## config.mk

```make
export PLATFORM = sky130hd
export DESIGN_NAME = mc_ctrl
export DESIGN_NICKNAME = d
export VERILOG_FILES = /design/src/rtl/mips_pkg.sv /design/src/rtl/mc_ctrl_aludec.sv /design/src/rtl/mc_ctrl.sv
export SDC_FILE = /design/constraint.sdc
export NUM_CORES = 1
export LEC_CHECK = 0
export ABC_AREA = 1
export CELL_PAD_IN_SITES_DETAIL_PLACEMENT = 1
export CELL_PAD_IN_SITES_GLOBAL_PLACEMENT = 1
export CORE_AREA = 4 4 71 57
export DETAILED_ROUTE_END_ITERATION = 10
export DIE_AREA = 0 0 75 61
export GPL_ROUTABILITY_DRIVEN = 0
export PLACE_DENSITY = 0.83
export SETUP_SLACK_MARGIN = 0.15
export SYNTH_ARGS = -nofsm -noshare
export SYNTH_HDL_FRONTEND = slang
export SYNTH_SLANG_ARGS = --single-unit
```

## constraint.sdc

```tcl
create_clock -name clk -period 1.38 [get_ports clk]
set_input_delay 0.207 -clock clk [delete_from_list [all_inputs] [get_ports clk]]
set_output_delay 0.207 -clock clk [all_outputs]
set_load 0.05 [all_outputs]
```

## src/rtl/mips_pkg.sv

```systemverilog
// mips_pkg: shared MIPS32 controller constants, state encoding and decode helpers (S_EXC present only with OVF_TRAP_EN)
package mips_pkg;

    localparam logic [3:0] ALU_NOP = 4'd0;
    localparam logic [3:0] ALU_ADD = 4'd1;
    localparam logic [3:0] ALU_SUB = 4'd2;
    localparam logic [3:0] ALU_AND = 4'd3;
    localparam logic [3:0] ALU_OR  = 4'd4;
    localparam logic [3:0] ALU_SLT = 4'd5;
    localparam logic [3:0] ALU_SLL = 4'd6;
    localparam logic [3:0] ALU_LUI = 4'd7;

    localparam logic [5:0] OP_RTYPE = 6'b000000;
    localparam logic [5:0] OP_J     = 6'b000010;
    localparam logic [5:0] OP_BEQ   = 6'b000100;
    localparam logic [5:0] OP_ADDI  = 6'b001000;
    localparam logic [5:0] OP_ORI   = 6'b001101;
    localparam logic [5:0] OP_LUI   = 6'b001111;
    localparam logic [5:0] OP_LW    = 6'b100011;
    localparam logic [5:0] OP_SW    = 6'b101011;

    localparam logic [5:0] FN_SLL = 6'b000000;
    localparam logic [5:0] FN_ADD = 6'b100000;
    localparam logic [5:0] FN_SUB = 6'b100010;
    localparam logic [5:0] FN_AND = 6'b100100;
    localparam logic [5:0] FN_OR  = 6'b100101;
    localparam logic [5:0] FN_SLT = 6'b101010;

    localparam logic [1:0] SA_PC = 2'b00;
    localparam logic [1:0] SA_A  = 2'b01;
    localparam logic [1:0] SA_B  = 2'b10;

    localparam logic [2:0] SB_B     = 3'b000;
    localparam logic [2:0] SB_4     = 3'b001;
    localparam logic [2:0] SB_SEXT  = 3'b010;
    localparam logic [2:0] SB_SEXT2 = 3'b011;
    localparam logic [2:0] SB_ZEXT  = 3'b100;
    localparam logic [2:0] SB_SHAMT = 3'b101;

    localparam logic [1:0] PCS_ALU    = 2'b00;
    localparam logic [1:0] PCS_ALUOUT = 2'b01;
    localparam logic [1:0] PCS_JUMP   = 2'b10;
    localparam logic [1:0] PCS_EXC    = 2'b11;

    typedef enum logic [3:0] {
        S_IDLE, S_FETCH, S_DECODE, S_REXEC, S_RWB, S_IEXEC, S_IWB,
        S_MEMADR, S_MEMRD, S_MEMWB, S_MEMWR, S_BRANCH, S_JUMP
`ifdef OVF_TRAP_EN
        , S_EXC
`endif
    } state_e;

    function automatic logic [3:0] r_alu_op(input logic [5:0] fn);
        return fn == FN_ADD ? ALU_ADD : fn == FN_SUB ? ALU_SUB : fn == FN_AND ? ALU_AND :
               fn == FN_OR ? ALU_OR : fn == FN_SLT ? ALU_SLT : fn == FN_SLL ? ALU_SLL : ALU_NOP;
    endfunction

    // Returning S_FETCH means the instruction is not decodable.
    function automatic state_e dispatch(input logic [5:0] op, input logic [5:0] fn);
        case (op)
            OP_RTYPE: return (fn inside {FN_ADD, FN_SUB, FN_AND, FN_OR, FN_SLT, FN_SLL}) ? S_REXEC : S_FETCH;
            OP_ADDI, OP_ORI, OP_LUI: return S_IEXEC;
            OP_LW, OP_SW: return S_MEMADR;
            OP_BEQ: return S_BRANCH;
            OP_J: return S_JUMP;
            default: return S_FETCH;
        endcase
    endfunction

endpackage

```

## src/rtl/mc_ctrl_aludec.sv

```systemverilog
// mc_ctrl_aludec: state/opcode/funct to ALU opcode and operand selects
module mc_ctrl_aludec
    import mips_pkg::*;
(
    input  state_e     state,
    input  logic [5:0] opcode,
    input  logic [5:0] funct,
    output logic [3:0] alu_op,
    output logic [1:0] alu_src_a,
    output logic [2:0] alu_src_b
);

    // ALU operation and operand muxes for each state
    always_comb begin
        alu_op = ALU_NOP;
        alu_src_a = SA_PC;
        alu_src_b = SB_B;
        case (state)
            S_FETCH: begin
                alu_op = ALU_ADD;
                alu_src_b = SB_4;
            end
            S_DECODE: begin
                alu_op = ALU_ADD;
                alu_src_b = SB_SEXT2;
            end
            S_REXEC: begin
                alu_op = r_alu_op(funct);
                alu_src_a = funct == FN_SLL ? SA_B : SA_A;
                alu_src_b = funct == FN_SLL ? SB_SHAMT : SB_B;
            end
            S_IEXEC: begin
                alu_op = opcode == OP_ORI ? ALU_OR : opcode == OP_LUI ? ALU_LUI : ALU_ADD;
                alu_src_a = SA_A;
                alu_src_b = opcode == OP_ADDI ? SB_SEXT : SB_ZEXT;
            end
            S_MEMADR: begin
                alu_op = ALU_ADD;
                alu_src_a = SA_A;
                alu_src_b = SB_SEXT;
            end
            S_BRANCH: begin
                alu_op = ALU_SUB;
                alu_src_a = SA_A;
            end
            default: ;
        endcase
    end

endmodule

```

## src/rtl/mc_ctrl.sv

```systemverilog
// mc_ctrl: multi-cycle MIPS32 main controller; OVF_TRAP_EN enables the signed-overflow trap
module mc_ctrl
    import mips_pkg::*;
#(
    parameter logic [1:0] RESET_VEC_SEL = 2'b00,
    parameter logic [1:0] EXC_VEC_SEL   = 2'b11
) (
    input  logic       clk,
    input  logic       rst_n,
    input  logic [5:0] opcode,
    input  logic [5:0] funct,
    input  logic       zero,
    input  logic       OFsign,
    input  logic       mem_ready,
    output logic [3:0] ALUOp,
    output logic [1:0] ALUSrcA,
    output logic [2:0] ALUSrcB,
    output logic       IorD,
    output logic       MemRead,
    output logic       MemWrite,
    output logic       IRWrite,
    output logic       RegDst,
    output logic       MemtoReg,
    output logic       RegWrite,
    output logic       PCWrite,
    output logic       PCWriteCond,
    output logic [1:0] PCSource,
    output logic       EPCWrite,
    output logic       ill_instr,
    output logic [3:0] state_o
);

    state_e state, state_next;
    logic   unused_flags;

    assign state_o = state;
    assign unused_flags = &{1'b0, zero, OFsign};

    mc_ctrl_aludec u_aludec (
        .state     (state),
        .opcode    (opcode),
        .funct     (funct),
        .alu_op    (ALUOp),
        .alu_src_a (ALUSrcA),
        .alu_src_b (ALUSrcB)
    );

    // State register
    always_ff @(posedge clk or negedge rst_n) begin
        if (!rst_n) state <= S_IDLE;
        else state <= state_next;
    end

`ifdef OVF_TRAP_EN
    logic ovf_q;

    // Overflow of add/addi is remembered until writeback decides whether to trap
    always_ff @(posedge clk or negedge rst_n) begin
        if (!rst_n) ovf_q <= 1'b0;
        else if (state == S_FETCH) ovf_q <= 1'b0;
        else if ((state == S_REXEC && funct == FN_ADD) || (state == S_IEXEC && opcode == OP_ADDI)) ovf_q <= OFsign;
    end
`endif

    // Next-state and write-enable decode
    always_comb begin
        state_next = S_FETCH;
        IorD = 1'b0;
        MemRead = 1'b0;
        MemWrite = 1'b0;
        IRWrite = 1'b0;
        RegDst = 1'b0;
        MemtoReg = 1'b0;
        RegWrite = 1'b0;
        PCWrite = 1'b0;
        PCWriteCond = 1'b0;
        PCSource = PCS_ALU;
        EPCWrite = 1'b0;
        ill_instr = 1'b0;
        case (state)
            S_IDLE: PCSource = RESET_VEC_SEL;
            S_FETCH: begin
                MemRead = 1'b1;
                IRWrite = mem_ready;
                PCWrite = mem_ready;
                state_next = mem_ready ? S_DECODE : S_FETCH;
            end
            S_DECODE: begin
                state_next = dispatch(opcode, funct);
                ill_instr = state_next == S_FETCH;
            end
            S_REXEC: state_next = S_RWB;
            S_IEXEC: state_next = S_IWB;
            S_RWB, S_IWB: begin
                RegDst = state == S_RWB;
                RegWrite = 1'b1;
`ifdef OVF_TRAP_EN
                RegWrite = !ovf_q;
                state_next = ovf_q ? S_EXC : S_FETCH;
`endif
            end
            S_MEMADR: state_next = opcode == OP_LW ? S_MEMRD : S_MEMWR;
            S_MEMRD: begin
                IorD = 1'b1;
                MemRead = 1'b1;
                state_next = mem_ready ? S_MEMWB : S_MEMRD;
            end
            S_MEMWB: begin
                MemtoReg = 1'b1;
                RegWrite = 1'b1;
            end
            S_MEMWR: begin
                IorD = 1'b1;
                MemWrite = 1'b1;
                state_next = mem_ready ? S_FETCH : S_MEMWR;
            end
            S_BRANCH: begin
                PCWriteCond = 1'b1;
                PCSource = PCS_ALUOUT;
            end
            S_JUMP: begin
                PCWrite = 1'b1;
                PCSource = PCS_JUMP;
            end
`ifdef OVF_TRAP_EN
            S_EXC: begin
                EPCWrite = 1'b1;
                PCWrite = 1'b1;
                PCSource = EXC_VEC_SEL;
            end
`endif
            default: ;
        endcase
    end

endmodule
```

# == Word-level counts from Yosys, hierarchy flattened ==
# Index checks and enable logic that the tools add are counted.
# op_classes
eq_ne,25
mux,33
reduce_logical,11
# op_table
op,n
$eq A6 B6 Y1 const B,7
$mux W4,8
$pmux W4 S7,1
$eq A4 B4 Y1 const B,5
$pmux W4 S5,1
$eq A6 B4 Y1 const B,3
$eq A4 B3 Y1 const B,4
$pmux W4 S4,1
$pmux W3 S5,1
$logic_not A6 Y1,2
$mux W3,4
$reduce_or A3 Y1,4
$mux W1,10
$eq A4 B1 Y1 const B,2
$eq A4 B2 Y1 const B,2
$mux W2,4
$pmux W2 S2,2
$reduce_or A2 Y1,4
$eq A6 B2 Y1 const B,1
$eq A6 B3 Y1 const B,1
$reduce_bool A6 Y1,1
$pmux W1 S2,1
# totals
regBits,4
input_bits,17
out_inout_bits,26

# == Logic depth before layout (Yosys ltp) ==
# Gate-level depths: netlist of run 1.
# logic_depth
word_depth,8
depth_mapped,9
ltp_nobuf,9

# == Cells and area by module ==
# Synthesis of run 1 repeated with hierarchy kept, for this count alone.
# hier_totals
hier_cells,177
area_unflattened_um2,924.6
# modules_own_cells
module,n_inst,cells_each,area_per_inst_um2
mc_ctrl,1,103,551.8
mc_ctrl_aludec,1,74,372.9

# == Least setup slack after synthesis of run 1 ==
# Ideal clock, no wire load.
# synth_timing
kind,register -> output
from,"reg state[0], in the netlist state_o[0]"
to,out PCWrite
arrival_ns,2.402
path_slack_ns,-1.229
stages_incl_launch_ff,5
path_buffers,0
cell_sequence,dfrtp_1 -> nor2_1 -> inv_1 -> nor3_1 -> or2_2
# synth_via
elab_chain_cells,2
elab_cells_between_ends,3
classes_between,eq/ne: 2; mux: 1
# synth_lines
element,line_no,source
"start, declared",mc_ctrl.sv:33,"state_e state, state_next;"
"start signal, assigned",mc_ctrl.sv:51,else state <= state_next;
$eq A4 B4 Y1 / $eq A4 B1 Y1 (equally long branches),mc_ctrl.sv:80,case (state)
$pmux W1 S2 (*),mc_ctrl.sv:80,
"end, declared",mc_ctrl.sv:25,"output logic PCWrite,"
# Every way passes the cells marked *; elsewhere a longest branch is shown, timed or not.

# == Final worst setup path of run 1 ==
# layout_timing
from,"reg state[2], in the netlist state_o[2]"
to,out ALUOp[0]
# layout_via
elab_chain_cells,3
elab_cells_between_ends,8
classes_between,eq/ne: 6; mux: 1; reduce/logical: 1
# layout_lines
element,line_no,source
"$eq A4 B1 Y1, or another cell as far along",mc_ctrl_aludec.sv:18,case (state)
$reduce_or A3 Y1 (no source line),--,
$pmux W4 S4 (*),mc_ctrl_aludec.sv:18,
"end, declared",mc_ctrl.sv:15,"output logic [3:0] ALUOp,"
# Marked as above.

==> summary.txt, run 1 <==
Status - finished with violations
Failing checks - negative setup slack
Mapped Avg Cell Area - 5.24 sq um
Clk_lat worst skew - 0.22 ns
GRT Residual Overflow - 0
Critical path origin - state_o[2]
Final Cycle Share - 1.40
R2R depth - 11
Nets@finish - 266
IO Pins - 43
Post-Route WL - 7000 microns
Reg2reg end - state_o[0]
Final Hold Vio Count - 0
CP max-delay cell - dfrtp_2
Vias in the first global route - 1526
Worst endpoint required time - 1.17 ns
Post-route cell area - 2290 sq um
Final setup viols - 24
Slowest stage delay, CP - 0.42 ns
Clk root buf - clkbuf_8
Register-to-register path setup slack - -0.43 ns
IO buf count - 38
Initial antenna violation count - 0
1st-iter DRT viols - 74
Worst-case clock skew - 0.000923 ns
Setup Crit Path Kind - register to output port
Die ar. - 4580 sq um
Post-route setup slack - -0.550 ns
Tmin final - 1.93 ns
Crit-path max FO - 4
Max reg flops - 4
Antenna-violating nets left - 0
WL/cell - 24.4 microns
Worst min-delay path category - input pin to async pin
Post-DP HPWL - 3310 microns
Commonest non-fill, non-tap cell in the layout - buf_4
Launch point of the worst reg-to-reg path - state_o[3]
Starting Density - 0.228
Via count - 1510
CTS Buf Count - 3
Unrepaired setup endpoints after global routing - true
CP arrival - 1.72 ns
FP Rows - 18
Crit end category - output port
CTS Buffer Depth - 2
Synth Warn # - 0
CTS tree - built
Worst hold margin - 0.199 ns
Synth cell types - 25
Chip Height - 61 microns
Inst Count DP - 255
Worst Setup EP - ALUOp[0]
Residual DRC - 0
Register area share after synthesis - 0.134
Worst VDD drop - 1280 uV
Core Region - 3270 sq um
#FFs+latches synth - 4
Most used cell along the critical path - inv_2
First-pass GRT wire length - 8210 microns
Via density - 5.26
TNS Setup - -9.77 ns
Largest net degree at the start of global routing - 7
Area grow syn2layout - 207%
Drt pass-1 iters - 4
Maxcap violations - 0
Share of synthesized registers carrying an async set or reset - 1.00
Startpoint types - register
Htree depth - 1
Fraction of layout cells with a size suffix above 1 - 0.729
Final Non-Filler Cells - 287
Clock-pin slew on the worst setup and hold paths - 0.03 ns
GRT Total Usage - 0.250
Die width - 75 microns
Slew Viols, Final - 0
Number of flops mapped to enable cells by yosys - 0
Placed cell areas - 1780 sq um
Commonest cells after routing, fill and taps aside - 55 x buf_4, 23 x buf_12, 19 x nor2_4
Mapped Cells - 142
Clock sink count - 4
Total power density per cell area - 1980 nW/um^2
Static leakage - 1.11 nW
Critical Path, Cell by Cell - inv_2 -> nor2_4 -> inv_2 -> nor2_4 -> inv_2 -> o211ai_1 -> clkbuf_16
Max Freq - 0.518 GHz
Post-Syn Area - 744 sq um
N_diodes - 0
Main synth FF type - dfrtp_1
==> layer usage <==
metal / vias to the layer above / routed length [microns] / share of wire / GRT usage
met4: 0 / 450 / 0.064 / 0.109
met1: 727 / 2570 / 0.37 / 0.270
met2: 96 / 3500 / 0.50 / 0.499
li1: 651 / - / - / -
met5: - / 0 / 0 / 0
met3: 36 / 474 / 0.068 / 0.0149
==> synth_stat cells (2+ instances only) <==
library cell   n  area [sq um]
nor2_2         7          43.8
o21ai_0        5          25.0
dfrtp_1        4           100
nor2_1        22          82.6
o21ai_1        2          10.0
nand3_1       11          55.1
nor3_1         2          10.0
nand4_1        5          31.3
buf_4          3          22.5
nor2_4         3          33.8
inv_2          3          11.3
nand2_1       32           120
nand2_2        2          12.5
inv_1         30           113
==> worst min-delay path by stage <==
stage	startpoint	endpoint	slack [ns]
finish	rst_n	state_o[3]	0.20
global route	rst_n	state_o[2]	0.23
CTS	rst_n	state_o[2]	0.19
detailed placement	rst_n	state_o[0]	0.42
global placement	rst_n	state_o[0]	0.41
floorplan	rst_n	state_o[0]	-0.09
==> critical path: cells and delay by family (launching register included) <==
kind            cells  cell delay, ns
simple gates        2            0.26
compound gates      1            0.35
buf+inv             4            0.48
flops               1            0.42
==> cell type report <==
| cell class | count | area (sq um) |
|---|---|---|
| tap | 40 | 50.0 |
| timing repair buffer | 104 | 1130 |
| inverter | 33 | 141 |
| multi-input combinational | 103 | 817 |
| clock buffer | 3 | 41.3 |
| fill | 363 | 978 |
| sequential | 4 | 105 |
==> through the flow <==
step / setup slack (ns) / util / power, mW
finish: -0.550 / 0.700 / 4.52
global route: -0.551 / 0.700 / 4.65
CTS: -0.355 / 0.655 / 4.05
detailed placement: -0.609 / 0.544 / 3.33
global placement: -0.519 / 0.544 / 3.22
floorplan: -0.575 / - / 1.67
==> repair_timing <==
action / 4_1_cts / 5_1_grt
gates resized for setup: 85 / 31
pin swaps: 23 / 21
setup endpoints to repair: 26 / 26
buffers inserted: 14 / 15
hold buffers: 0 / 0
==> cells by family after synthesis <==
family	share of synthesized area
buffers and inverters	0.197
AO/OA/AOI/OAI	0.106
flip-flops	0.134
AND/OR/NAND/NOR	0.558
other	0.00504
==> power breakdown <==
part,internal (mW),total (mW),switching (mW)
registers,0.173,0.278,0.105
clock network,0.186,0.252,0.0654
logic,1.79,3.99,2.20
total,2.15,4.52,2.37
Power figures use the tool's default switching activity.
==> run 2: changes to the inputs <==
clock period = 1.92 ns   (was 1.38 ns; I/O delays follow)
==> run 2 against run 1 <==
The run now ends clean. Worst hold slack improved by 0.051 ns. Wire length down 40%. Via count is 19% lower. Register-to-register slack improved by 0.82 ns. Combinational power decreased by 47%. Clock skew increased by 0.0078 ns. Final area is 20% lower. Clock power down 19%. Largest cell class unchanged. Largest power group unchanged. Highest routed layer unchanged.
==> summary.txt, run 2 (same netlist as run 1, synthesis figures left out) <==
WL/cell - 16.8 microns
Max Freq - 0.530 GHz
CP arrival - 1.60 ns
Drt pass-1 iters - 4
First-pass GRT wire length - 5850 microns
Worst-Margin Slew - 0.506 ns
CTS Buffer Depth - 2
Unrepaired setup endpoints after global routing - true
Tmin final - 1.89 ns
Area grow syn2layout - 147%
Via density - 4.94
GRT Residual Overflow - 0
GRT Total Usage - 0.171
Clk root buf - clkbuf_8
Worst endpoint required time - 1.63 ns
Fraction of layout cells with a size suffix above 1 - 0.522
Worst VDD drop - 595 uV
Starting Density - 0.228
Post-Route WL - 4170 microns
Fillers - 397
Via count - 1229
Final Cycle Share - 0.984
Residual DRC - 0
FP Rows - 18
Max reg flops - 4
1st-iter DRT viols - 50
Hold Buf Count CTS - 0
Htree depth - 1
Worst hold margin - 0.251 ns
Worst-case clock skew - 0.00876 ns
Total power density per cell area - 1370 nW/um^2
Pre-CTS setup slack - -0.107 ns
Core Region - 3270 sq um
Initial antenna violation count - 0
Clock-pin slew on the worst setup and hold paths - 0.04 ns
CTS Buf Count - 3
Worst min-delay path category - input pin to async pin
Post-route setup slack - 0.0316 ns
IO Pins - 43
IO buf count - 38
CTS tree - built
Relative slew slack - 0.662
Die width - 75 microns
Maxcap violations - 0
Chip Height - 61 microns
Final setup viols - 0
Die ar. - 4580 sq um
Commonest cells after routing, fill and taps aside - 25 x buf_4, 23 x inv_1, 21 x nand2_1
Antenna-violating nets left - 0
Clk_lat worst skew - 0.24 ns
Total Power - 2.52 mW
Final Hold Vio Count - 0
N_diodes - 0
Largest net degree at the start of global routing - 9
Setup Crit Path Kind - register to output port
Vias in the first global route - 1266
Nets@finish - 228
Commonest non-fill, non-tap cell in the layout - buf_4
Static leakage - 0.910 nW
Slew Viols, Final - 0
Clock sink count - 4
Crit end category - output port
Crit-path max FO - 4
Post-DP HPWL - 2330 microns
Startpoint types - register
Status - finished clean
==> run 2: changes by cell type in the layout (fill, tap and decap cells not counted), sizes merged, moves of 2 or more <==
cell	before	now
buf	91	47
dlygate4sd2	2	11
clkbuf	8	4
clkdlybuf4s15	4	2
clkinvlp	2	0
dlymetal6s2s	0	2
inv	31	33
==> run 2: worst paths after layout <==
path / start / endpoint / slack, ns / depth (start not counted)
max reg2reg: state_o[0] / state_o[1] / 0.39 / 8
max in group asynchronous: rst_n / state_o[3] / 1.47 / 1
min reg2reg: state_o[3] / state_o[3] / 0.78 / 3
max: state_o[3] / ALUOp[0] / 0.03 / 6
min: rst_n / state_o[2] / 0.25 / 1
min in group clk: opcode[3] / state_o[3] / 0.77 / 6
==> run 2: power breakdown <==
group          internal, mW  total [mW]  leakage [nW]  switching, mW
combinational         0.889        2.12         0.843           1.23
clock                 0.136       0.204        0.0216         0.0680
sequential            0.124       0.195        0.0457         0.0707
total                  1.15        2.52         0.910           1.37
==> run 2: layout make-up <==
cell class	instances	area (sq um)	area share
sequential	4	105	0.0572
clock buffer	3	41.3	0.0225
multi-input combinational	103	706	0.384
inverter	33	136	0.0743
timing repair buffer	66	798	0.435
tap	40	50.0	0.0272
==> run 2: timing repair <==
action	4_1_cts	5_1_grt
pin swaps	23	10
resized for setup	46	20
setup buffers	15	8
gates cloned	0	0
endpoints found under the setup margin	11	18
==> run 2: metal layers <==
metal / routed length (microns) / track usage / vias to the layer above
met2: 2210 / 0.320 / 49
met4: 136 / 0.0736 / 0
met5: 0 / 0 / -
met1: 1620 / 0.196 / 591
met3: 209 / 0.0199 / 13
li1: - / - / 576
==> run 2: worst max-delay path, stage by stage (launching register included) <==
cell and delay, ns:
dfrtp_2 0.44, nor2_4 0.17, inv_4 0.05, nor2_4 0.14, inv_2 0.08, o211ai_1 0.25
clkbuf_16 0.22
==> run 2: through the flow <==
step           utilization  std cells  TNS, ns  area (sq um)
6_report             0.562        249        0          1840
5_1_grt              0.562        249  -0.0237          1840
4_1_cts              0.530        241        0          1730
3_5_place_dp         0.452        223   -0.541          1480
3_3_place_gp         0.452        223   -0.350          1480
2_1_floorplan            -        143   -0.330           836
==> run 3: changes to the inputs <==
SLEW_MARGIN = 20   (was not set)
==> results of run 3 <==
The final DEF is identical to that of run 2; final timing and power are the same.
